### src/rtl/wb_pkg.sv
// Shared widths and the queued write record used by the writeback arbiter.
package wb_pkg;

    localparam int WB_DATA_W = 16;
    localparam int WB_ADDR_W = 3;

    typedef struct packed {
        logic [WB_ADDR_W-1:0] rd;
        logic [WB_DATA_W-1:0] data;
    } wb_entry_t;

endpackage

### src/rtl/wb_fifo.sv
// In-order circular buffer for ALU writes waiting on the register-file port.
// Entries are presented oldest-first (index 0 = head) with a matching valid mask.
module wb_fifo
    import wb_pkg::*;
#(
    parameter int DEPTH = 2,
    localparam int CNT_W = $clog2(DEPTH + 1)
) (
    input  logic             clk,
    input  logic             rst_n,
    input  logic             push,
    input  wb_entry_t        push_entry,
    input  logic             pop,
    output logic             full,
    output logic             empty,
    output logic [CNT_W-1:0] count,
    output wb_entry_t        entries [DEPTH],
    output logic [DEPTH-1:0] valid
);

    localparam int IDX_W = (DEPTH > 1) ? $clog2(DEPTH) : 1;
    localparam logic [IDX_W-1:0] LAST = IDX_W'(DEPTH - 1);

    logic [IDX_W-1:0] head_idx, tail_idx;
    logic             head_wrap, tail_wrap;
    wb_entry_t        mem [DEPTH];

    function automatic logic [IDX_W-1:0] next_idx(input logic [IDX_W-1:0] idx);
        return (idx == LAST) ? '0 : idx + 1'b1;
    endfunction

    always_ff @(posedge clk or negedge rst_n) begin
        if (!rst_n) begin
            head_idx  <= '0;
            tail_idx  <= '0;
            head_wrap <= 1'b0;
            tail_wrap <= 1'b0;
        end else begin
            if (push) begin
                tail_idx <= next_idx(tail_idx);
                if (tail_idx == LAST) tail_wrap <= ~tail_wrap;
            end
            if (pop) begin
                head_idx <= next_idx(head_idx);
                if (head_idx == LAST) head_wrap <= ~head_wrap;
            end
        end
    end

    // Storage carries no reset; the valid mask hides stale contents.
    always_ff @(posedge clk) begin
        if (push) mem[tail_idx] <= push_entry;
    end

    assign empty = (head_idx == tail_idx) && (head_wrap == tail_wrap);
    assign full  = (head_idx == tail_idx) && (head_wrap != tail_wrap);

    always_comb begin
        if (head_wrap == tail_wrap)
            count = CNT_W'(int'(tail_idx) - int'(head_idx));
        else
            count = CNT_W'(DEPTH - int'(head_idx) + int'(tail_idx));
    end

    always_comb begin
        int p;
        p = 0;
        for (int i = 0; i < DEPTH; i++) begin
            p = int'(head_idx) + i;
            if (p >= DEPTH) p = p - DEPTH;
            entries[i] = mem[p[IDX_W-1:0]];
            valid[i]   = (i < int'(count));
        end
    end

endmodule

### src/rtl/writeback_arbiter.sv
// Single register-file write port shared by load data (highest priority) and
// queued/bypassed ALU results, with youngest-first forwarding of pending writes.
module writeback_arbiter
    import wb_pkg::*;
#(
    parameter int DATA_W = WB_DATA_W,
    parameter int ADDR_W = WB_ADDR_W,
    parameter int DEPTH  = 2,
    localparam int PEND_W = $clog2(DEPTH + 2)
) (
    input  logic              clk,
    input  logic              rst_n,
    input  logic              alu_valid,
    output logic              alu_ready,
    input  logic [ADDR_W-1:0] alu_rd,
    input  logic [DATA_W-1:0] alu_data,
    input  logic              ld_valid,
    input  logic [ADDR_W-1:0] ld_rd,
    input  logic [DATA_W-1:0] ld_data,
    output logic              we,
    output logic [ADDR_W-1:0] wa,
    output logic [DATA_W-1:0] wd,
    input  logic [ADDR_W-1:0] rd_a1,
    input  logic [ADDR_W-1:0] rd_a2,
    output logic              fwd_hit1,
    output logic              fwd_hit2,
    output logic [DATA_W-1:0] fwd_data1,
    output logic [DATA_W-1:0] fwd_data2,
    output logic [PEND_W-1:0] pending
);

    localparam int CNT_W = $clog2(DEPTH + 1);

    logic             fifo_push, fifo_pop, fifo_full, fifo_empty;
    logic [CNT_W-1:0] fifo_count;
    wb_entry_t        q_entries [DEPTH];
    logic [DEPTH-1:0] q_valid;
    wb_entry_t        alu_entry, slot;
    logic             alu_xfer, slot_we;

    assign alu_entry = '{rd: alu_rd, data: alu_data};

    wb_fifo #(.DEPTH(DEPTH)) u_fifo (
        .clk        (clk),
        .rst_n      (rst_n),
        .push       (fifo_push),
        .push_entry (alu_entry),
        .pop        (fifo_pop),
        .full       (fifo_full),
        .empty      (fifo_empty),
        .count      (fifo_count),
        .entries    (q_entries),
        .valid      (q_valid)
    );

    // Ready depends only on stored state, so a same-cycle pop never frees a full queue.
    assign alu_ready = rst_n && !fifo_full;

    always_comb begin
        alu_xfer  = alu_valid && alu_ready;
        fifo_pop  = !ld_valid && !fifo_empty;
        fifo_push = alu_xfer && (ld_valid || !fifo_empty);
        slot_we   = ld_valid || !fifo_empty || alu_xfer;
        if (ld_valid)         slot = '{rd: ld_rd, data: ld_data};
        else if (!fifo_empty) slot = q_entries[0];
        else                  slot = alu_entry;
    end

    always_ff @(posedge clk or negedge rst_n) begin
        if (!rst_n) begin
            we <= 1'b0;
            wa <= '0;
            wd <= '0;
        end else begin
            we <= slot_we;
            if (slot_we) begin
                wa <= slot.rd;
                wd <= slot.data;
            end
        end
    end

    assign pending = PEND_W'(fifo_count) + PEND_W'(we);

    // Oldest candidate first, so later (younger) matches overwrite earlier ones.
    always_comb begin
        fwd_hit1  = 1'b0;
        fwd_data1 = '0;
        fwd_hit2  = 1'b0;
        fwd_data2 = '0;
        if (we && wa == rd_a1) begin
            fwd_hit1  = 1'b1;
            fwd_data1 = wd;
        end
        if (we && wa == rd_a2) begin
            fwd_hit2  = 1'b1;
            fwd_data2 = wd;
        end
        for (int i = 0; i < DEPTH; i++) begin
            if (q_valid[i] && q_entries[i].rd == rd_a1) begin
                fwd_hit1  = 1'b1;
                fwd_data1 = q_entries[i].data;
            end
            if (q_valid[i] && q_entries[i].rd == rd_a2) begin
                fwd_hit2  = 1'b1;
                fwd_data2 = q_entries[i].data;
            end
        end
    end

endmodule

### config.mk
export PLATFORM = sky130hd
export DESIGN_NAME = writeback_arbiter
export DESIGN_NICKNAME = d
export VERILOG_FILES = /design/src/rtl/wb_pkg.sv /design/src/rtl/wb_fifo.sv /design/src/rtl/writeback_arbiter.sv
export SDC_FILE = /design/constraint.sdc
export NUM_CORES = 1
export LEC_CHECK = 0
export ABC_AREA = 1
export ABC_CLOCK_PERIOD_IN_PS = 6600
export BUFFER_PORTS_ARGS = -buffer_cell sky130_fd_sc_hd__buf_4
export CAP_MARGIN = 25
export CORE_MARGIN = 1.5
export CORE_UTILIZATION = 50
export CTS_CLUSTER_DIAMETER = 120
export CTS_CLUSTER_SIZE = 40
export DETAILED_ROUTE_END_ITERATION = 8
export PLACE_DENSITY = 0.72
export SETUP_SLACK_MARGIN = 0.2
export SYNTH_ARGS = -nofsm -noshare
export SYNTH_HDL_FRONTEND = slang
export SYNTH_HIERARCHICAL = 1
export SYNTH_SLANG_ARGS = --single-unit
### constraint.sdc
create_clock -name clk -period 6.6 [get_ports clk]
set_input_delay 1.32 -clock clk [delete_from_list [all_inputs] [get_ports clk]]
set_output_delay 1.32 -clock clk [all_outputs]
set_load 0.01 [all_outputs]
==> summary.txt <==
Status
  • Outcome: finished, final reports clean

Routing
  • Via count: 4740
  • DRC marker count from the first detailed-route iteration: 394
  • Residual DRC: 0
  • Avg WL per Cell: 16.2 um
  • TritonRoute pass-1 iters: 6
  • Post-route ant nets: 0
  • Final WL: 14100 um
  • Vias per cell: 5.43

CTS
  • Worst-path clk slew: 0.07 ns
  • H-tree depth: 3
  • Post-cts sizing count: 0
  • Clk_lat worst skew: 0.34 ns
  • CTS Hold Bufs: 0
  • CTS Sinks: 62
  • CTS Buf Count: 9
  • Setup bufs post-CTS: 0
  • Clk buf depth: 2
  • CTS tree: yes
  • Root Driver: clkbuf_8

Synth
  • Synth warn: 6
  • Ys async rst share: 38.7%
  • Top cells by area, synth: edfxtp_1, nand2_1, dfrtp_1, nand3_1, inv_1
  • Top_reg_cell synth: edfxtp_1
  • Post-synth top cells: nand2_1, inv_1, nand3_1
  • Post-Syn Area: 4660 um2
  • Cells after Synth: 672
  • Yosys top cell area share: 24.5%
  • Synth Area per Inst: 6.93 um2
  • Synth Register Bits: 62
  • Seq/Total Area, Yosys: 37.4%
  • Top-count cell post-synth: nand2_1
  • Area leader, netlist: edfxtp_1
  • Post-synthesis net count: 723
  • Post-synth EDFFs: 38
  • Yosys cell types: 29

Worst setup path
  • Setup crit end kind: output port
  • Reg2reg setup slack: 3.24 ns
  • CP Class: reg2out
  • Critical Path AT: 3.02 ns
  • CP Cell Sequence: buf_4, ha_1, nand3_1, nand2_1, o21ai_0, nor2_1, nand2_4, inv_2, nand2_1, nand2_1, buf_4
  • CP max FO: 80
  • Type of origin of the critical path: flop
  • CP max-delay cell: buf_4
  • Most frequent CP cell: nand2_1
  • Critical Path Max Stage Delay: 0.62 ns
  • Worst endpoint required time: 5.28 ns

Placement
  • Final GP Congestion: 0.894
  • Post-Place Cells: 857
  • PortBufs: 104
  • Post-DP HPWL: 9140 um

STA
  • Clock Skews: 0.00789 ns
  • Setup Viol. Count Final: 0
  • RSZ-0062 raised after global routing: no
  • Hold_ws: 0.531 ns
  • Slew Viols, Final: 0
  • Measured slew at the worst slew-check pin: 1.04 ns
  • Max Fclk: 0.230 GHz
  • Tmin final: 4.34 ns
  • Setup TNS: 0 ns
  • Fin crit share: 65.8%
  • Slew margin rel.: 30.7%
  • Final Hold Fails: 0

Floorplanning
  • Initial core utilization: 50.9%
  • Die area: 9900 um2
  • Cell row count: 35
  • DIE WIDTH: 99.5 um
  • I/O pin count: 105
  • Core Region: 9150 um2
  • Die Ht: 99.5 um

Cells and area
  • Non-Filler Instances: 873
  • Share of cells above drive strength 1: 21.7%
  • Ant. Diodes: 0
  • Area grow syn2layout: 19.7%
  • Total Nets Final: 808

Worst hold path
  • Hold Path Class: reg2reg

Power and ir drop
  • Pleak: 2.96 nW
  • Peak supply drop: 0.305 mV
  • PD cells: 542 nW/um2

Global routing
  • Residual overflow from global routing: 0
  • GRT Util Overall: 30.0%
  • Vias in the first global route: 4588
  • First-pass GRT wire length: 22900 um
  • Largest net degree at the start of global routing: 81
  • Initial antenna violation count: 0

Run
  • Max-cap violations: 0
-- report_power, final --
group	switching (mW)	internal (mW)
sequential	0.104	0.535
clock	0.153	0.243
combinational	1.26	0.723
-- per-layer routing --
metal	GRT usage (%)	share of wire [%]	vias up
li1	-	-	2285
met2	51.0	49	232
met5	0	0	-
met4	12.2	1.7	0
met3	3.44	7.5	25
met1	39.0	42	2198
-- cell type report --
type	instances	area (um2)
Tap cell	111	139
Fill cell	867	3580
Sequential cell	62	1740
Multi-Input combinational cell	485	2310
Inverter	92	348
Clock buffer	13	169
Timing Repair Buffer	107	803
Clock inverter	3	65.1
-- final timing paths --
path | from | endpoint | depth (start not counted)
max in group asynchronous | rst_n | u_fifo/head_idx | 1
max | u_fifo/head_idx | fwd_data2[8] | 11
max reg2reg | u_fifo/head_idx | wd[7] | 10
min | u_fifo/tail_idx | u_fifo/tail_idx | 1
min in group asynchronous | rst_n | wd[14] | 1
min reg2reg | u_fifo/tail_idx | u_fifo/tail_idx | 1
-- sequential cells by signal, summed over array words and instances, names as in the netlist --
name and count:
u_fifo/head_idx 1, u_fifo/head_wrap 1, u_fifo/mem 38, u_fifo/tail_idx 1, u_fifo/tail_wrap 1, wa 3, wd 16, we 1
-- cells in the final DEF, fill, tap and decap left out, types with 2 or more instances in the layout --
master / instances
nand2_2: 6
clkbuf_8: 12
nor2_4: 6
buf_4: 107
inv_1: 83
inv_2: 7
o21ai_0: 30
nor2_2: 3
a21oi_1: 21
a21oi_2: 10
dfrtp_1: 23
nand2_4: 4
nand3_2: 2
nor2_8: 2
nor2_1: 38
edfxtp_1: 38
nand2_1: 260
xor2_1: 8
o21ai_1: 15
ha_1: 3
nand3_1: 67
a41oi_1: 8
bufinv_16: 2
-- stage by stage --
step,util (%),power (mW),setup slack (ns),area [um2]
final,60.9,3.02,2.26,5570
after global placement,58.3,2.56,2.58,5340
after global routing,60.9,3.26,2.00,5570
after CTS,60.9,3.00,2.30,5570
after floorplan,-,1.96,3.16,4660
after detailed placement,58.3,2.60,2.52,5340
-- worst max-delay path, delay by kind of cell (launching register included) --
family                     cells  cell delay, ns
buffers and inverters          3            1.10
AOI/OAI and AO/OA              1            0.13
and+or+nand+nor                6            0.85
DFF                            1            0.34
adders and majority gates      1            0.27
-- cell families (layout without fill, tap and decap cells) --
kind of cell,Yosys count,count (layout),synth area share (%)
and+or+nand+nor,389,389,36.5
buffers and inverters,125,215,13.1
adders and majority gates,3,3,0.806
DFF,62,62,37.4
AOI/OAI and AO/OA,85,85,10.6
xor gates and xnor gates,8,8,1.51
No activity file was read; power rests on OpenSTA's default activity.
